`config.mk`:
```
export PLATFORM = sky130hd
export DESIGN_NAME = fifo_ctrl_flat
export DESIGN_NICKNAME = d
export VERILOG_FILES = /design/src/rtl/fifo_ctrl_if.sv /design/src/rtl/fifo_ctrl.sv /design/src/flat_wrapper.sv
export SDC_FILE = /design/constraint.sdc
export NUM_CORES = 1
export LEC_CHECK = 0
export ABC_AREA = 1
export BUFFER_PORTS_ARGS = -buffer_cell sky130_fd_sc_hd__buf_2
export CORE_AREA = 5 5 82 84
export CTS_CLUSTER_DIAMETER = 120
export DETAILED_ROUTE_END_ITERATION = 12
export DIE_AREA = 0 0 87 89
export PLACE_DENSITY_LB_ADDON = 0.08
export SLEW_MARGIN = 30
export SYNTH_ARGS = -nofsm -noshare
export SYNTH_HDL_FRONTEND = slang
export SYNTH_SLANG_ARGS = --single-unit
```
`constraint.sdc`:
```
create_clock -name clk -period 5 [get_ports clk]
set_clock_uncertainty 0.1 [all_clocks]
set_input_delay 1 -clock clk [delete_from_list [all_inputs] [get_ports clk]]
set_output_delay 1 -clock clk [all_outputs]
set_load 0.01 [all_outputs]
```
`src/rtl/fifo_ctrl_if.sv`:
```
// Producer/consumer side of the FIFO controller: push/pop handshake, read data and status.
interface fifo_ctrl_if #(
    parameter int unsigned DW = 8,
    parameter int unsigned AW = 7
);
    logic          push;
    logic [DW-1:0] din;
    logic          pop;
    logic [DW-1:0] dout;
    logic          dout_valid;
    logic          full;
    logic          empty;
    logic          almost_full;
    logic [AW:0]   count;
    logic          overflow;
    logic          underflow;

    modport master (
        output push, din, pop,
        input  dout, dout_valid, full, empty, almost_full, count, overflow, underflow
    );

    modport slave (
        input  push, din, pop,
        output dout, dout_valid, full, empty, almost_full, count, overflow, underflow
    );
endinterface

```
`src/rtl/fifo_ctrl.sv`:
```
// FIFO controller wrapping a 2**AW x DW dual-port RAM: port 1 writes at wr_ptr, port 2 reads at rd_ptr.
// Owns pointers, occupancy count, registered read data and sticky overflow/underflow flags.
module fifo_ctrl #(
    parameter int unsigned DW       = 8,
    parameter int unsigned AW       = 7,
    parameter int unsigned AF_LEVEL = 120
) (
    input  logic          clk,
    input  logic          rst_n,
    input  logic          clear,
    fifo_ctrl_if.slave    bus,
    output logic [AW-1:0] ram_a1,
    output logic [DW-1:0] ram_d1,
    output logic          ram_we1,
    output logic [AW-1:0] ram_a2,
    output logic          ram_we2,
    input  logic [DW-1:0] ram_q2
);
    localparam int unsigned CW    = AW + 1;
    localparam int unsigned DEPTH = 1 << AW;

    logic [AW-1:0] wr_ptr;
    logic [AW-1:0] rd_ptr;
    logic [AW:0]   count;
    logic [AW:0]   count_nxt;
    logic [DW-1:0] dout;
    logic          dout_valid;
    logic          overflow;
    logic          underflow;
    logic          full;
    logic          empty;
    logic          flush;
    logic          push_ok;
    logic          pop_ok;

    // Status decoded from the registered count, so it only moves after an edge.
    assign full    = (count == CW'(DEPTH));
    assign empty   = (count == '0);
    assign flush   = ~rst_n | clear;
    assign push_ok = bus.push & ~full & ~flush;
    assign pop_ok  = bus.pop & ~empty & ~flush;

    assign ram_a1  = wr_ptr;
    assign ram_d1  = bus.din;
    assign ram_we1 = push_ok;
    assign ram_a2  = rd_ptr;
    assign ram_we2 = 1'b0;

    assign bus.dout        = dout;
    assign bus.dout_valid  = dout_valid;
    assign bus.full        = full;
    assign bus.empty       = empty;
    assign bus.almost_full = (count >= CW'(AF_LEVEL));
    assign bus.count       = count;
    assign bus.overflow    = overflow;
    assign bus.underflow   = underflow;

    // Simultaneous accepted push and pop leave occupancy unchanged.
    always_comb begin
        count_nxt = count;
        case ({push_ok, pop_ok})
            2'b10:   count_nxt = count + CW'(1);
            2'b01:   count_nxt = count - CW'(1);
            default: count_nxt = count;
        endcase
    end

    always_ff @(posedge clk) begin
        if (!rst_n || clear) begin
            wr_ptr     <= '0;
            rd_ptr     <= '0;
            count      <= '0;
            dout       <= '0;
            dout_valid <= 1'b0;
            overflow   <= 1'b0;
            underflow  <= 1'b0;
        end else begin
            count      <= count_nxt;
            dout_valid <= pop_ok;
            if (push_ok) begin
                wr_ptr <= wr_ptr + AW'(1);
            end
            if (pop_ok) begin
                rd_ptr <= rd_ptr + AW'(1);
                dout   <= ram_q2;
            end
            if (bus.push && full) begin
                overflow <= 1'b1;
            end
            if (bus.pop && empty) begin
                underflow <= 1'b1;
            end
        end
    end
endmodule

```
`src/flat_wrapper.sv`:
```
// flat-port wrapper written by rule: the top's interface ports become plain ports
module fifo_ctrl_flat 
#(
    parameter int unsigned DW       = 8,
    parameter int unsigned AW       = 7,
    parameter int unsigned AF_LEVEL = 120
)
  (clk, rst_n, clear, ram_a1, ram_d1, ram_we1, ram_a2, ram_we2, ram_q2, bus_push, bus_din, bus_pop, bus_dout, bus_dout_valid, bus_full, bus_empty, bus_almost_full, bus_count, bus_overflow, bus_underflow);
  fifo_ctrl_if #(.DW(DW), .AW(AW)) bus_i ();
  input  logic clk;
  input  logic rst_n;
  input  logic clear;
  output logic [AW-1:0] ram_a1;
  output logic [DW-1:0] ram_d1;
  output logic ram_we1;
  output logic [AW-1:0] ram_a2;
  output logic ram_we2;
  input  logic [DW-1:0] ram_q2;
  input wire logic [$bits(bus_i.push)-1:0] bus_push;
  input wire logic [$bits(bus_i.din)-1:0] bus_din;
  input wire logic [$bits(bus_i.pop)-1:0] bus_pop;
  output wire logic [$bits(bus_i.dout)-1:0] bus_dout;
  output wire logic [$bits(bus_i.dout_valid)-1:0] bus_dout_valid;
  output wire logic [$bits(bus_i.full)-1:0] bus_full;
  output wire logic [$bits(bus_i.empty)-1:0] bus_empty;
  output wire logic [$bits(bus_i.almost_full)-1:0] bus_almost_full;
  output wire logic [$bits(bus_i.count)-1:0] bus_count;
  output wire logic [$bits(bus_i.overflow)-1:0] bus_overflow;
  output wire logic [$bits(bus_i.underflow)-1:0] bus_underflow;
  assign bus_i.push = bus_push;
  assign bus_i.din = bus_din;
  assign bus_i.pop = bus_pop;
  assign bus_dout = bus_i.dout;
  assign bus_dout_valid = bus_i.dout_valid;
  assign bus_full = bus_i.full;
  assign bus_empty = bus_i.empty;
  assign bus_almost_full = bus_i.almost_full;
  assign bus_count = bus_i.count;
  assign bus_overflow = bus_i.overflow;
  assign bus_underflow = bus_i.underflow;
  fifo_ctrl #(.DW(DW), .AW(AW), .AF_LEVEL(AF_LEVEL)) u_core (.clk(clk), .rst_n(rst_n), .clear(clear), .bus(bus_i), .ram_a1(ram_a1), .ram_d1(ram_d1), .ram_we1(ram_we1), .ram_a2(ram_a2), .ram_we2(ram_we2), .ram_q2(ram_q2));
endmodule
```
==> summary.md <==
| Metric | Value |
|---|---|
| Critical Path Source Type | `input pin` |
| Detail Route Antenna Nets | `0` |
| Status | `completed` |
| CP arrival | `3.30 ns` |
| IO Pins | `67` |
| Hold Path Class | `reg -> reg` |
| Die width | `87 um` |
| Largest area contributor in the netlist | `dfxtp_1` |
| Vias per Instance | `4.50` |
| Largest net degree at the start of global routing | `29` |
| Post-Place Setup Slack | `1.45 ns` |
| Number of buffers created by CTS | `5` |
| TritonRoute pass-1 iters | `4` |
| CTS Hold Bufs | `0` |
| Setup TNS | `0 ns` |
| Non-filler cells, final | `414` |
| Main synth FF type | `dfxtp_1` |
| Final net count | `369` |
| Syn Std Cell Area | `2040 um^2` |
| Post-CTS Setup Bufs | `0` |
| Die area | `7740 um^2` |
| Lkg Pwr | `1.27 nW` |
| Synth Net Count | `327` |
| Worst-path clk slew | `0.07 ns` |
| Critical Path Fanout Max | `28` |
| CTS tree | `done` |
| RSZ-0062 raised after global routing | `false` |
| Diodes inserted | `0` |
| Post-synth EDFFs | `0` |
| Residual DRC | `0` |
| Synth cell count leaders | `nand2_1 (63), inv_1 (45), nor2_1 (42), dfxtp_1 (33), nand3_1 (23)` |
| Clk sinks | `33` |
| Worst R2R Setup Slack | `2.30 ns` |
| Fraction of registers with async set/reset | `0%` |
| Pwr/cell area | `280 nW/um^2` |
| Max-slew violations | `0` |
| Vias in the first global route | `1739` |
| Root Buffer | `clkbuf_8` |
| Quantity of gates resized following cts | `0` |
| Area growth, synth to finish | `18.1%` |
| Cell variety after synth | `31` |
| Chip height | `89 um` |
| Max Cap Viol | `0` |
| Layout cells sized above 1 | `26.3%` |
| Row cnt | `28` |
| Starting Density | `34.8%` |
| Placed Instances | `406` |
| Detail Placement HPWL | `3.55 mm` |
| Top cell type's share of synthesized area | `32.5%` |
| Initial antenna violation count | `0` |
| Final setup vio count | `0` |
| Yosys reg bits | `33` |
| GRT overflow | `0` |
| Area contributors post-synth | `dfxtp_1 (32%), nand2_1 (12%), inv_1 (8.3%), nor2_1 (7.7%), nand3_1 (5.7%)` |
| First-iteration detailed-routing DRC count | `59` |
| VDD IR max | `0.122 mV` |
| Seq/Total Area, Yosys | `32.5%` |
| Cell depth of the worst flop-to-flop path | `17` |
| CP Launch Point | `clear` |
| Minimum clock period after layout | `3.22 ns` |
| Final critical-path share of the clock period | `64.4%` |
| WL final | `4.74 mm` |
| Util after Layout | `41.1%` |
| GRT Util Overall | `13.0%` |
| Crit path to | `u_core.bus.count[6]` |
| WS Path Type | `in -> reg` |
| CP Data Required Time | `5.08 ns` |
| IO Port Bufs | `49` |
| Core area | `5850 um^2` |
| Worst R2R Start | `u_core.bus.count[3]` |
| Final hold viol count | `0` |
| Worst-Skew Late Latency | `0.29 ns` |
| Fmax | `0.311 GHz` |
| Fill cell count | `625` |
| Routed via count | `1864` |
| Synth Warn # | `0` |
| CP Capture Type | `flip-flop` |
| Final GP Congestion | `0.749` |
| Clock Path Buffers | `2` |
| Avg WL per Cell | `11.5 um` |
| Final worst slack | `1.78 ns` |
| H-tree depth | `2` |
| Avg Cell Area, Syn | `6.88 um^2` |
| First-pass GRT wire length | `7.93 mm` |
| Most common cell in the synthesized netlist | `nand2_1` |
| Mapped Cells | `296` |
| Worst r2r dst | `u_core.bus.count[6]` |
power breakdown:
| part | internal [W] | total [W] | switching, W |
|---|---|---|---|
| sequential | 0.000271 | 0.000279 | 0.00000835 |
| combinational | 0.0000322 | 0.0000927 | 0.0000605 |
| clock | 0.000198 | 0.000301 | 0.000103 |
per-layer routing:
| metal | global-route usage [%] | vias up | share of wire [%] |
|---|---|---|---|
| met5 | 0 | - | 0 |
| met4 | 4.39 | 0 | 1.3 |
| met3 | 3.59 | 7 | 7.6 |
| met2 | 20.5 | 45 | 42 |
| met1 | 17.0 | 813 | 49 |
| li1 | - | 999 | - |
critical path, stage by stage:
cell and delay (ns):
buf_2 0.11, nor2_4 0.08, buf_4 0.32, nand3_1 0.23, inv_2 0.11, ha_1 0.36, inv_1 0.10, fa_1 0.41
inv_1 0.07, nand2_1 0.04, nand2_1 0.09, nand3b_1 0.10, nand3_1 0.08, nand2_1 0.05, nor2_1 0.09, nor2_1 0.04
logic make-up (layout without fill, tap and decap cells):
group / Yosys count / count (layout) / synth area share (%)
buffers and inverters: 65 / 108 / 14.8
AOI/OAI and AO/OA: 31 / 31 / 9.53
other: 1 / 1 / 0.184
adders and majority gates: 10 / 10 / 6.52
DFF: 33 / 33 / 32.5
xor gates and xnor gates: 2 / 2 / 0.861
and+or+nand+nor: 154 / 154 / 35.7
cell type report:
cell class	instances	area (um^2)	share of cell area (%)
Clock buffer	5	68.8	2.86
Sequential cell	33	661	27.5
Tap cell	75	93.8	3.90
Timing Repair Buffer	50	253	10.5
Inverter	50	188	7.81
Multi-Input combinational cell	198	1070	44.7
Clock inverter	3	65.1	2.71
state kept, by name, indices dropped and copies added, names as in the netlist:
signal                 flops
u_core.ram_a1              7
u_core.bus.overflow        1
u_core.bus.dout            8
u_core.bus.underflow       1
u_core.bus.count           8
u_core.ram_a2              7
u_core.bus.dout_valid      1
cells in the final DEF, fill, tap and decap left out, types with 2 or more instances in the layout:
cell,count
nand2_1,63
buf_2,49
inv_1,45
nor2_1,42
dfxtp_1,33
nand3_1,23
a21oi_1,13
o21ai_2,9
ha_1,9
inv_2,5
o21ai_0,5
clkbuf_8,5
nor2_2,4
nor2_4,4
nand3b_1,4
nand2_2,3
nand4_1,3
nand3_2,3
o211ai_1,2
xnor2_1,2
o21ai_1,2
bufinv_16,2
through the flow:
stage / hold WS [ns] / cell area [um^2] / total power (W)
finish: 0.370 / 2400 / 0.000673
global route: 0.385 / 2400 / 0.000709
CTS: 0.374 / 2400 / 0.000685
detailed placement: 0.354 / 2270 / 0.000380
global placement: 0.348 / 2270 / 0.000380
floorplan: 0.402 / 2040 / 0.000360
how the worst min path moves through the flow:
| stage | from | end | slack, ns | cells after the start |
|---|---|---|---|---|
| global placement | u_core.bus.underflow | u_core.bus.underflow | 0.35 | 2 |
| global route | u_core.bus.underflow | u_core.bus.underflow | 0.38 | 2 |
| detailed placement | u_core.bus.underflow | u_core.bus.underflow | 0.35 | 2 |
| finish | u_core.bus.underflow | u_core.bus.underflow | 0.37 | 2 |
| CTS | u_core.bus.underflow | u_core.bus.underflow | 0.37 | 2 |
| floorplan | u_core.bus.overflow | u_core.bus.overflow | 0.40 | 2 |
(Power assumes the default switching activity.)
